<file path="src/rtl/mem_arbiter.sv">
// mem_arbiter: shares one single-port memory between the fetch and load/store
// ports with round-robin grant, one outstanding access and fixed MEM_LATENCY.
// Ports:
//   clk, reset                 clock, async active-high reset
//   i_req_*/i_flush/i_resp_*   fetch request, flush, response pulse
//   d_req_*/d_resp_*           load/store request, response pulse
//   mem_*                      memory issue strobe, payload and read data
module mem_arbiter #(
  parameter int unsigned MEM_LATENCY = 1
) (
  input  logic        clk,
  input  logic        reset,
  input  logic        i_req_valid,
  input  logic [31:0] i_req_addr,
  output logic        i_req_ready,
  input  logic        i_flush,
  output logic        i_resp_valid,
  output logic [31:0] i_resp_data,
  output logic        i_resp_err,
  input  logic        d_req_valid,
  input  logic [31:0] d_req_addr,
  input  logic        d_req_we,
  input  logic [2:0]  d_req_width,
  input  logic [31:0] d_req_wdata,
  output logic        d_req_ready,
  output logic        d_resp_valid,
  output logic [31:0] d_resp_data,
  output logic        d_resp_err,
  output logic        mem_en,
  output logic [31:0] mem_addr,
  output logic        mem_we,
  output logic [2:0]  mem_width,
  output logic [31:0] mem_wdata,
  input  logic [31:0] mem_rdata
);

  typedef enum logic [1:0] {
    IDLE,
    WAIT,
    ERR
  } state_t;

  localparam logic [3:0] LAT_M1 = 4'(MEM_LATENCY - 1);

  state_t     state, state_nx;
  logic [3:0] cnt, cnt_nx;
  // last_d = 1 means data won the last grant
  logic       last_d, last_d_nx;
  logic       owner_d, owner_d_nx;
  logic       owner_we, owner_we_nx;
  logic       flushed, flushed_nx;

  logic idle;
  logic grant_i;
  logic grant_d;
  logic i_mis;
  logic d_mis;
  logic mis;
  logic fin;
  logic err_now;
  logic i_show;
  logic d_show;

  assign idle    = (state == IDLE) && !reset;
  assign grant_i = idle && i_req_valid
                   && (!d_req_valid || last_d);
  assign grant_d = idle && d_req_valid && !grant_i;

  assign i_mis = (i_req_addr[1:0] != 2'b00);

  always_comb begin
    d_mis = 1'b0;
    unique case (d_req_width)
      3'd1, 3'd5: d_mis = d_req_addr[0];
      3'd2:       d_mis = (d_req_addr[1:0] != 2'b00);
      default:    d_mis = 1'b0;
    endcase
  end

  assign mis = grant_i ? i_mis : d_mis;

  // final cycle of a transaction: WAIT at zero or the single ERR cycle
  assign fin = !reset
               && ((state == WAIT && cnt == 4'd0)
                   || state == ERR);
  assign err_now = (state == ERR);

  // a flush in the final cycle itself also suppresses the fetch pulse
  assign i_show = fin && !owner_d && !flushed && !i_flush;
  assign d_show = fin && owner_d;

  assign i_req_ready = grant_i;
  assign d_req_ready = grant_d;

  always_comb begin
    mem_en    = 1'b0;
    mem_addr  = '0;
    mem_we    = 1'b0;
    mem_width = '0;
    mem_wdata = '0;
    if ((grant_i || grant_d) && !mis) begin
      mem_en = 1'b1;
      if (grant_i) begin
        mem_addr  = i_req_addr;
        mem_width = 3'd2;
      end else begin
        mem_addr  = d_req_addr;
        mem_we    = d_req_we;
        mem_width = d_req_width;
        mem_wdata = d_req_wdata;
      end
    end
  end

  assign i_resp_valid = i_show;
  assign i_resp_err   = i_show && err_now;
  assign i_resp_data  = (i_show && !err_now) ? mem_rdata : '0;

  assign d_resp_valid = d_show;
  assign d_resp_err   = d_show && err_now;
  assign d_resp_data  = (d_show && !err_now && !owner_we)
                        ? mem_rdata : '0;

  always_comb begin
    state_nx    = state;
    cnt_nx      = cnt;
    last_d_nx   = last_d;
    owner_d_nx  = owner_d;
    owner_we_nx = owner_we;
    flushed_nx  = flushed;
    unique case (state)
      IDLE: begin
        if (grant_i || grant_d) begin
          owner_d_nx  = grant_d;
          owner_we_nx = grant_d && d_req_we;
          last_d_nx   = grant_d;
          flushed_nx  = 1'b0;
          if (mis) begin
            state_nx = ERR;
          end else begin
            state_nx = WAIT;
            cnt_nx   = LAT_M1;
          end
        end
      end
      WAIT: begin
        if (!owner_d && i_flush) flushed_nx = 1'b1;
        if (cnt == 4'd0) state_nx = IDLE;
        else cnt_nx = cnt - 4'd1;
      end
      ERR: begin
        state_nx = IDLE;
      end
      default: begin
        state_nx = IDLE;
      end
    endcase
  end

  always_ff @(posedge clk or posedge reset) begin
    if (reset) begin
      state    <= IDLE;
      cnt      <= '0;
      last_d   <= 1'b1;
      owner_d  <= 1'b0;
      owner_we <= 1'b0;
      flushed  <= 1'b0;
    end else begin
      state    <= state_nx;
      cnt      <= cnt_nx;
      last_d   <= last_d_nx;
      owner_d  <= owner_d_nx;
      owner_we <= owner_we_nx;
      flushed  <= flushed_nx;
    end
  end

endmodule

</file>
<file path="config.mk">
export PLATFORM = sky130hd
export DESIGN_NAME = mem_arbiter
export DESIGN_NICKNAME = d
export VERILOG_FILES = /design/src/rtl/mem_arbiter.sv
export SDC_FILE = /design/constraint.sdc
export NUM_CORES = 1
export LEC_CHECK = 0
export CAP_MARGIN = 5
export CORE_AREA = 2 2 106 108
export CTS_BUF_LIST = sky130_fd_sc_hd__clkbuf_16
export DETAILED_ROUTE_END_ITERATION = 8
export DIE_AREA = 0 0 108 110
export PLACE_DENSITY = 0.76
export SKIP_CTS_REPAIR_TIMING = 1
export SLEW_MARGIN = 40
export SYNTH_ARGS = -nofsm -noshare
export SYNTH_HDL_FRONTEND = slang
export SYNTH_SLANG_ARGS = --single-unit
</file>
<file path="constraint.sdc">
create_clock -name clk -period 3.37 [get_ports clk]
set_input_delay 0.674 -clock clk [delete_from_list [all_inputs] [get_ports clk]]
set_output_delay 0.674 -clock clk [all_outputs]
set_load 0.02 [all_outputs]
</file>
==> results.py <==
metrics = {
    "grt": {
        "track_usage_pct": 15.46,
        "grt_max_degree": 37,
        "grt_pass1_wl_mm": 14.64,
        "grt_overflow": 0,
        "grt_pass1_vias": 2957,
        "antenna_found_initial": 0,
    },
    "synthesis": {
        "synthDistinctLibCells": 41,
        "ys.flop_type": "dfrtp_1",
        "yosys.area_share.simple_pct": 57.80,
        "synth-compound-area-share_pct": 20.61,
        "yosysSeqAreaShare_pct": 13.11,
        "synth.most_common_cell": "and2_1",
        "synth_top_area_share_pct": 32.94,
        "syn_area_per_cell_um2": 6.660,
        "syn_nets": 427,
        "syn_inst": 288,
        "synth_edf_count": 0,
        "synth-warning-count": 0,
        "syn_area_mm2": 0.001918,
        "synth_xor_area_share_pct": 0,
        "synthAdderAreaFrac_pct": 1.305,
        "ys_async_sr_fraction_pct": 100.0,
        "synth_top_family_by_area": "simple AND/OR/NAND/NOR gates",
        "yosys-top-cells-area": "and2_1, a21oi_2, nand2_1, dfrtp_1, clkbuf_1",
        "synth_area_leader_cell": "and2_1",
        "ys_seq_elements": 10,
        "synth.area.mux_share_pct": 1.044,
        "synth_top_cells_by_count": "and2_1, nand2_1, a21oi_2",
    },
    "placement": {
        "place_congestion": 0.7807,
        "hpwl_mm": 8.774,
        "io_buffers": 275,
        "placed_area_mm2": 0.004996,
    },
    "floorplanning": {
        "die_height_um": 110,
        "fp-row-count": 38,
        "dieArea_mm2": 0.01188,
        "start_util_pct": 17.93,
        "die_w_um": 108,
        "core_mm2": 0.01070,
        "io_pins": 276,
    },
    "flow_run": {
        "drv_cap": 0,
    },
    "timing": {
        "setup_viol": 0,
        "whs_ps": 491.8,
        "fin_crit_ps": 3290,
        "timing.final.crit_share_pct": 97.62,
        "maxSlewHeadroom_pct": 68.38,
        "skew_ps": 4.490,
        "slew_violations": 0,
        "hold_viol_final": 0,
        "tns_ps": 0,
        "worst_pin_slew_ps": 469.4,
        "fmax_ghz": 0.3040,
    },
    "setup_path": {
        "path_cells": "clkdlybuf4s50_1 -> buf_4 -> nor4b_4 -> buf_12 -> and2_1 -> clkdlybuf4s50_1",
        "crit_arrival_ps": 2620,
        "worstReg2RegStart": "cnt[0]$_DFFE_PP0P_",
        "crit_top_cell": "clkdlybuf4s50_1",
        "crit_start": "reset",
        "critical-path-max-stage-delay_ps": 610,
        "cp.required_ps": 2700,
        "criticalPathCategory": "in2out",
        "end_kind": "output port",
        "slowest_stage": "clkdlybuf4s50_1",
        "worstSetupStartpointType": "input port",
        "path_max_fanout": 32,
    },
    "clocking": {
        "cts_root_buffer": "clkbuf_16",
        "clock_sinks": 10,
        "clockBufferDepth": 2,
        "numCtsBuffers": 3,
        "worstSkewPairLatency_ps": 240,
        "htree_num_levels": 1,
        "cts.reportedPaths.clkPinSlew_ps": 40,
        "cts_tree": "built",
    },
    "routing": {
        "viasPerCell": 4.301,
        "dr.pass1.iters": 4,
        "wire_per_inst_um": 14.67,
        "drcViolationCount": 0,
        "routed_wl_mm": 10.45,
        "initialDrtViolationCount": 117,
        "num_vias": 3062,
        "antenna_left": 0,
    },
    "hold_path": {
        "hold_start": "flushed$_DFFE_PP0P_",
        "hold_path_class": "reg2reg",
    },
    "finish": {
        "drive_gt1_share_pct": 10.84,
        "fillers": 1015,
        "n_antenna_cell": 0,
        "seqCellArea_um2": 251.5,
        "utilization_pct": 50.11,
        "multi_input_area_mm2": 0.001573,
        "nNetsFinal": 712,
        "area_delta_synth_final_pct": 179.5,
        "final_cell_area_mm2": 0.005360,
    },
    "status": {
        "status": "finished clean",
    },
    "power": {
        "p_leak_uw": 0.003887,
        "power_density_mw_per_mm2": 291.8,
        "ir_worst_vdd_v": 0.0001542,
    },
}
## report_power, final
group | switching (µW) | internal [µW] | leakage, µW
Clock | 59.2 | 156 | 0.0000385
Sequential | 64.4 | 180 | 0.000124
Combinational | 548 | 558 | 0.00373
## placed cells by master (no fill, tap or decap), types with 3 or more instances in the layout
master           Yosys  routed
a21oi_1              7       7
nor3_1               5       5
o21ai_0              3       3
buf_4                0      17
buf_12               0       5
clkdlybuf4s50_1      0     168
inv_1                5       5
nand3_1              3       3
clkbuf_16            0       3
or3_1                3       3
nand2_1             64      64
nor2_1               8       8
dfrtp_1              9       9
and2_1             101     101
a21oi_2             29      29
dlymetal6s2s_1       0     107
## stage by stage
step                setup WS [ps]  instances  total power (µW)
finish                      80.04        712              1564
global placement           -146.8        707              1326
detailed placement         -181.8        707              1354
global route               -8.987        712              1667
CTS                        -180.6        711              1578
floorplan                   789.9        288             811.9
## per-layer routing
| layer | wire length (µm) | vias to the layer above | track usage, % |
|---|---|---|---|
| li1 | - | 1507 | - |
| met2 | 5569 | 175 | 29.87 |
| met4 | 142 | 0 | 4.212 |
| met1 | 3701 | 1371 | 16.58 |
| met3 | 1031 | 9 | 3.998 |
| met5 | 0 | - | 0 |
## registers in the layout, summed over array words and instances (netlist names)
name and cells:
cnt 4, state 2, owner_we 1, owner_d 1, flushed 1, last_d 1
## worst max-delay path: cells and delay by family
family        cells  cell delay [ps]
simple gates      2              460
buf+inv           4             1460
## cell type report
type / instances / area share (%)
multi-input cells: 254 / 29.34
repair buffers: 298 / 60.81
clock buffers: 3 / 1.401
clock inverters: 1 / 0.07003
flip-flops and latches: 10 / 4.692
inverters: 6 / 0.4202
well taps: 140 / 3.268
## cells by family after synthesis
kind of cell | Yosys count
AND/OR/NAND/NOR | 200
AO/OA/AOI/OAI | 50
buffers and inverters | 24
flip-flops | 10
multiplexers | 2
adder cells (fa/ha/maj) | 2
## path summary, 6_finish.rpt
check                                            to  slack, ps  cells after the start
worst max-delay path                d_resp_data[17]         80                      6
worst min-delay path            flushed$_DFFE_PP0P_        490                      1
worst max register to register   cnt[3]$_DFFE_PP0P_       1510                      7
worst min register to register  flushed$_DFFE_PP0P_        490                      1
max in group asynchronous        last_d$_DFFE_PP1P_       2160                      4
min in group asynchronous       flushed$_DFFE_PP0P_        980                      4
(Power assumes the default switching activity.)
